<file path="src/rtl/ftoi_arbiter.sv">
// Shares one fixed-latency pipelined float->int unit between NREQ requesters with a one-hot grant.
// Latency: exactly LAT cycles from handshake to rsp_valid; one issue per cycle; results return in issue order.
// Backpressure: requesters wait on req_ready; responses cannot be stalled. Macro FTOI_ARB_FIXPRIO_EN selects fixed priority.
module ftoi_arbiter #(
  parameter int NREQ = 2,
  parameter int LAT  = 1,
  parameter int IW   = 3
) (
  input  logic              clk,
  input  logic              rst,
  input  logic [NREQ-1:0]   req_valid,
  input  logic [32*NREQ-1:0] req_a,
  output logic [NREQ-1:0]   req_ready,
  output logic [31:0]       fu_a,
  input  logic [31:0]       fu_res,
  output logic [NREQ-1:0]   rsp_valid,
  output logic [31:0]       rsp_data,
  output logic              busy
);

  logic          grant_any;
  logic [IW-1:0] gnt_idx;

  // Tag pipe: one {v, idx} entry per cycle of unit latency.
  logic [LAT-1:0] v_q;
  logic [IW-1:0]  idx_q [LAT];

`ifndef FTOI_ARB_FIXPRIO_EN
  logic [IW-1:0] rr_ptr_q;
  logic [IW-1:0] rr_ptr_d;
`endif

  // Pick the first valid requester, starting at the round-robin pointer (or index 0 in fixed priority).
  always_comb begin
    int j;
    j         = 0;
    grant_any = 1'b0;
    gnt_idx   = '0;
    for (int k = 0; k < NREQ; k++) begin
`ifdef FTOI_ARB_FIXPRIO_EN
      j = k;
`else
      j = int'(rr_ptr_q) + k;
      if (j >= NREQ) j = j - NREQ;
`endif
      if (!grant_any && req_valid[j]) begin
        grant_any = 1'b1;
        gnt_idx   = IW'(j);
      end
    end
    // Nothing may be accepted while the block is held in reset.
    if (rst) begin
      grant_any = 1'b0;
      gnt_idx   = '0;
    end
  end

  // Drive the one-hot grant and steer the granted operand onto the shared unit input.
  always_comb begin
    req_ready = '0;
    fu_a      = '0;
    for (int k = 0; k < NREQ; k++) begin
      if (grant_any && gnt_idx == IW'(k)) begin
        req_ready[k] = 1'b1;
        fu_a         = req_a[32*k +: 32];
      end
    end
  end

`ifndef FTOI_ARB_FIXPRIO_EN
  // The pointer moves just past the winner; it holds when nobody is granted.
  always_comb begin
    rr_ptr_d = rr_ptr_q;
    if (grant_any) begin
      if (gnt_idx == IW'(NREQ - 1)) rr_ptr_d = '0;
      else                          rr_ptr_d = gnt_idx + IW'(1);
    end
  end

  // Round-robin pointer register.
  always_ff @(posedge clk) begin
    if (rst) rr_ptr_q <= '0;
    else     rr_ptr_q <= rr_ptr_d;
  end
`endif

  // Tag pipe mirrors the unit's pipeline so each result knows its owner; reset drops in-flight work.
  always_ff @(posedge clk) begin
    if (rst) begin
      v_q <= '0;
      for (int k = 0; k < LAT; k++) idx_q[k] <= '0;
    end else begin
      v_q[0]   <= grant_any;
      idx_q[0] <= gnt_idx;
      for (int k = 1; k < LAT; k++) begin
        v_q[k]   <= v_q[k-1];
        idx_q[k] <= idx_q[k-1];
      end
    end
  end

  // Route the unit's result to the owner of the oldest tag; data is passed through unchanged.
  always_comb begin
    rsp_valid = '0;
    rsp_data  = '0;
    if (v_q[LAT-1]) begin
      for (int k = 0; k < NREQ; k++) begin
        if (idx_q[LAT-1] == IW'(k)) rsp_valid[k] = 1'b1;
      end
      rsp_data = fu_res;
    end
  end

  assign busy = |v_q;

endmodule
</file>
<file path="config.mk">
export PLATFORM = sky130hd
export DESIGN_NAME = ftoi_arbiter
export DESIGN_NICKNAME = d
export VERILOG_FILES = /design/src/rtl/ftoi_arbiter.sv
export SDC_FILE = /design/constraint.sdc
export NUM_CORES = 1
export LEC_CHECK = 0
export CAP_MARGIN = 10
export CORE_ASPECT_RATIO = 0.7
export CORE_UTILIZATION = 29
export DETAILED_ROUTE_END_ITERATION = 16
export PLACE_DENSITY = 0.83
export SLEW_MARGIN = 20
export SYNTH_ARGS = -nofsm -noshare
export SYNTH_HDL_FRONTEND = slang
export SYNTH_SLANG_ARGS = --single-unit
</file>
<file path="constraint.sdc">
create_clock -name clk -period 4.19 [get_ports clk]
set_input_delay 1.257 -clock clk [delete_from_list [all_inputs] [get_ports clk]]
set_output_delay 1.257 -clock clk [all_outputs]
set_load 0.05 [all_outputs]
</file>
# Word-level counts from Yosys, hierarchy flattened
# Memory sizes are Yosys's and may differ from the RTL's.
# Index checks and enable logic that the tools add are counted.
op_classes:
  addsub: 4
  n_lt_le_gt_ge: 4
  n_eq_ne: 2
  muxes: 28
  reduce_logical: 7
ops:
  columns: ["cell", "n"]
  rows:
  - ["$mux W32", 5]
  - ["$lt A32 B3 Y1 const B", 2]
  - ["$mux W1", 17]
  - ["$mux W3", 5]
  - ["$eq A3 B1 Y1 const B", 2]
  - ["$logic_not A3 Y1", 2]
  - ["$sub A4 B2 Y5 const B", 1]
  - ["$add A3 B1 Y4 const B", 1]
  - ["$ge A4 B2 Y1 const B", 1]
  - ["$sub A3 B2 Y4 const B", 1]
  - ["$add A3 B1 Y3 const B", 1]
  - ["$ge A3 B2 Y1 const B", 1]
  - ["$logic_and A1 B1 Y1", 3]
  - ["$reduce_or A3 Y1", 1]
  - ["$mux W2", 1]
  - ["$logic_not A1 Y1", 1]
word_totals:
  regBits: 4
  ram_bits: 3
  out_inout_bits: 69
  n_memories: 1
mem_list:
  columns: ["name", "depth", "word_bits", "rd", "rd_clocked_by_memory_dff", "wr", "line", "text"]
  rows:
  - ["idx_q", 1, 3, 1, 0, 1, "26", "logic [IW-1:0] idx_q [LAT];"]

# Depth between registers and ports, before layout
depth:
  word_depth: 14
  mapped_depth: 11

# Worst setup path before layout
# OpenSTA, ideal clock, no wires.
synth_path:
  kind: "register to output"
  start: "register rr_ptr_q[0]"
  end: "output port fu_a[0]"
  arrival_ns: 3.364
  t_required_ns: 2.933
  setup_slack_ns: -0.431
  stages_incl_launch_ff: 11
  n_path_buf: 2
  path_cell_list: "dfxtp_1 -> clkbuf_1 -> inv_1 -> ha_1 -> ha_1 -> a21bo_2 -> o2bb2ai_2 -> o21ba_1 -> a2111o_1 -> buf_6 -> nor3_1"
synth_between:
  elab_chain_cells: 14
  elab_cells_between_ends: 27
  classes_between: "add/sub (3); order compare (2); eq/ne (1); mux (16); reduce/logical (5)"
synth_lines:
  columns: ["item", "line", "text"]
  rows:
  - ["start: declaration", "29", "logic [IW-1:0] rr_ptr_q;"]
  - ["start signal: assignment", "83", "else rr_ptr_q <= rr_ptr_d;"]
  - ["branches (longest 13 deep; another with $sub A4 B2 Y5)", null, null]
  - ["$mux W32 (*)", "63", "if (grant_any && gnt_idx == IW'(k)) begin"]
  - ["end: declaration", "14", "output logic [31:0] fu_a,"]
# Mark *: on every way between the ends. The select of a mux whose other input is x is not followed.

# Worst setup path after layout
layout_path:
  start: "input port req_valid[0]"
  end: "output port fu_a[15]"
layout_between:
  elab_chain_cells: 12
  elab_cells_between_ends: 20
  classes_between: "eq/ne (1); mux (14); reduce/logical (5)"
layout_lines:
  columns: ["item", "line", "text"]
  rows:
  - ["start: declaration", "11", "input logic [NREQ-1:0] req_valid,"]
  - ["$mux W1 (not written as such) (3 in series)", "46", "if (!grant_any && req_valid[j]) begin"]
  - ["$mux W1", "46", null]
  - ["$logic_not A1 Y1", "46", null]
  - ["$logic_and A1 B1 Y1", "46", null]
  - ["$mux W3", "46", null]
  - ["$mux W3", "52", "if (rst) begin"]
  - ["$logic_not A3 Y1", "63", null]
  - ["$logic_and A1 B1 Y1", "63", null]
  - ["$mux W32", "63", null]
  - ["$mux W32 (*)", "63", null]
# Mark *: on every way between the ends. The rest lies on a longest branch, timed or not. The select of a mux whose other input is x is not followed.

==> metrics.cfg <==
[floorplanning]
fp.dieW_um=89.5
core-area_um2=4970
die-area_um2=5660
fp.dieH_um=63.2
io-pin-count=169
num_rows=21
start_util_pct=31.3

[synth]
synth-edff-count=0
synth_seq_area_share_pct=9.02
synth_area_um2=1550
ys_warn_count=0
synth-async-reset-ratio_pct=0
syn_nets=299
avgSynthCellArea_um2=8.05
synth_seq_cells=7
synth.distinct_cells=40
ys.flop_type=dfxtp_1
syn-instance-count=193

[placed_design]
dp.cells=435
gp_congestion=0.839
dp_slack_ps=-270
io_buffer_count=168
place_hpwl_mm=5.42

[sta]
tightest_slew_ps=538
finalHoldViolCount=0
max_freq_mhz=240
clock_skew_ps=0.375
relSlewSlack_pct=64.0
setup_slack_ps=29.6
setup_viol=0
period_share_pct=99.3
fin_crit_ps=4160
slew_viol_final=0

[critical_path]
endpoint_kind=output pin
crit_fanout=10
startpoint_type=input port
arrival_ps=2900
worst_ep_required_time_ps=2930
critPathKind=in -> out

[finish]
mostFrequentLayoutCells=clkdlybuf4s50_1 (99), buf_4 (59), buf_12 (38)
layout.nets=493
fin_cells=455
layout-drive-gt1-share_pct=43.3
syn2layout_area_growth_pct=174
diodes=0
n_fill_cell=265
final_common_cell=clkdlybuf4s50_1

[global_routing]
grt-ovfl-total=0
grt_pass1_vias=2301
grt_pass1_wl_mm=11.5
antenna_found_initial=0
track_usage_pct=26.7
grt_max_degree=34

[clock_network]
cts_buffer_depth=2
postCtsHoldBufs=0
cts_tree=done
cts-root-buf=clkbuf_8
clkTransAtPathRegs_ps=40
cts_max_level=1
clk_latency_ps=220
numClockSinks=7
numCtsBuffers=3

[drt]
drt-initial-drc-count=134
wl_per_cell_um=17.6
num_vias=2360
drcViolationCount=0
vias_per_cell=5.19
ant_nets=0
wirelength_mm=8.02
drtPass1Iterations=4

[run]
cap_violations=0

[pwr]
cellPowerDensity_nw_per_um2=308
power_leakage_nw=1.75
ir_drop_mv=0.162
power_mw=1.31

[status]
status=finished, final reports clean

[worst_hold_path]
hp-class=reg -> reg

## where the power goes
part           internal [mW]  switching (mW)
sequential            0.0767          0.0120
combinational          0.538           0.591
clock                 0.0656          0.0266
## metal layers
metal	share of wire, %	track usage [%]	vias up
met5	0	0	-
met4	3.0	7.94	0
met3	10	7.73	24
met2	52	49.8	140
met1	35	28.6	1084
li1	-	-	1112
## cell type report
type	count	area, µm²	share of cell area, %
tap	69	86.3	2.03
multi-input combinational	160	1550	36.4
clock buffer	4	45.0	1.06
sequential	7	148	3.47
timing repair buffer	209	2410	56.6
inverter	6	22.5	0.529
## what timing repair did
action,4_1_cts,5_1_grt
setup endpoints to repair,34,34
gates resized for setup,52,13
cloned,3,2
pin swaps,20,10
setup buffers,9,3
## worst max-delay path, cell delays in order
cell      delay, ps
buf_2           110
buf_6           120
nand2b_4         70
o21ai_2          60
buf_4           130
buf_4           120
nand3b_1        170
o211ai_4        210
buf_12          230
nor3_4          250
buf_12          170
## cell usage after synthesis, drive strengths merged (2+ instances only)
library cell	number	area [µm²]
ha	6	75.1
dfxtp	7	140
mux2i	2	20.0
o2bb2ai	2	23.8
nand2	9	33.8
a221oi	4	35.0
a22oi	33	248
nor3	34	333
buf	7	78.8
nor2	7	26.3
clkbuf	13	48.8
inv	6	22.5
a211oi	3	27.5
nand2b	2	12.5
o21ai	3	18.8
and2	33	206
nor2b	5	31.3
## per-stage QoR
stage               TNS [ps]  hold slack (ps)  instance area (µm²)  util [%]
CTS                        0              631                 4170      83.9
detailed placement     -7900              645                 3730      75.2
floorplan              -4440              578                 1580         -
global placement       -6680              623                 3730      75.2
finish                     0              651                 4260      85.7
global route            -265              677                 4260      85.7
## worst paths after layout
| path | slack (ps) | depth (start not counted) | to | start |
|---|---|---|---|---|
| worst max register to register | 1660 | 10 | rr_ptr_q[1] | rr_ptr_q[0] |
| worst max-delay path | 30 | 11 | fu_a[15] | req_valid[0] |
| worst min-delay path | 650 | 2 | rr_ptr_q[1] | rr_ptr_q[1] |
| worst min register to register | 650 | 2 | rr_ptr_q[1] | rr_ptr_q[1] |
## kinds of logic after synthesis
logic type,count (synthesis),synth area share (%)
simple gates,97,44.7
compound gates,53,28.9
buf+inv,26,9.66
mux,2,1.29
xor+xnor,2,1.61
fa+ha+maj,6,4.83
flops,7,9.02
## state kept, by name, summed over array words and instances, names as in the netlist
signal    count
rr_ptr_q      3
idx_q         3
busy          1
No activity file was read; power rests on OpenSTA's default activity.
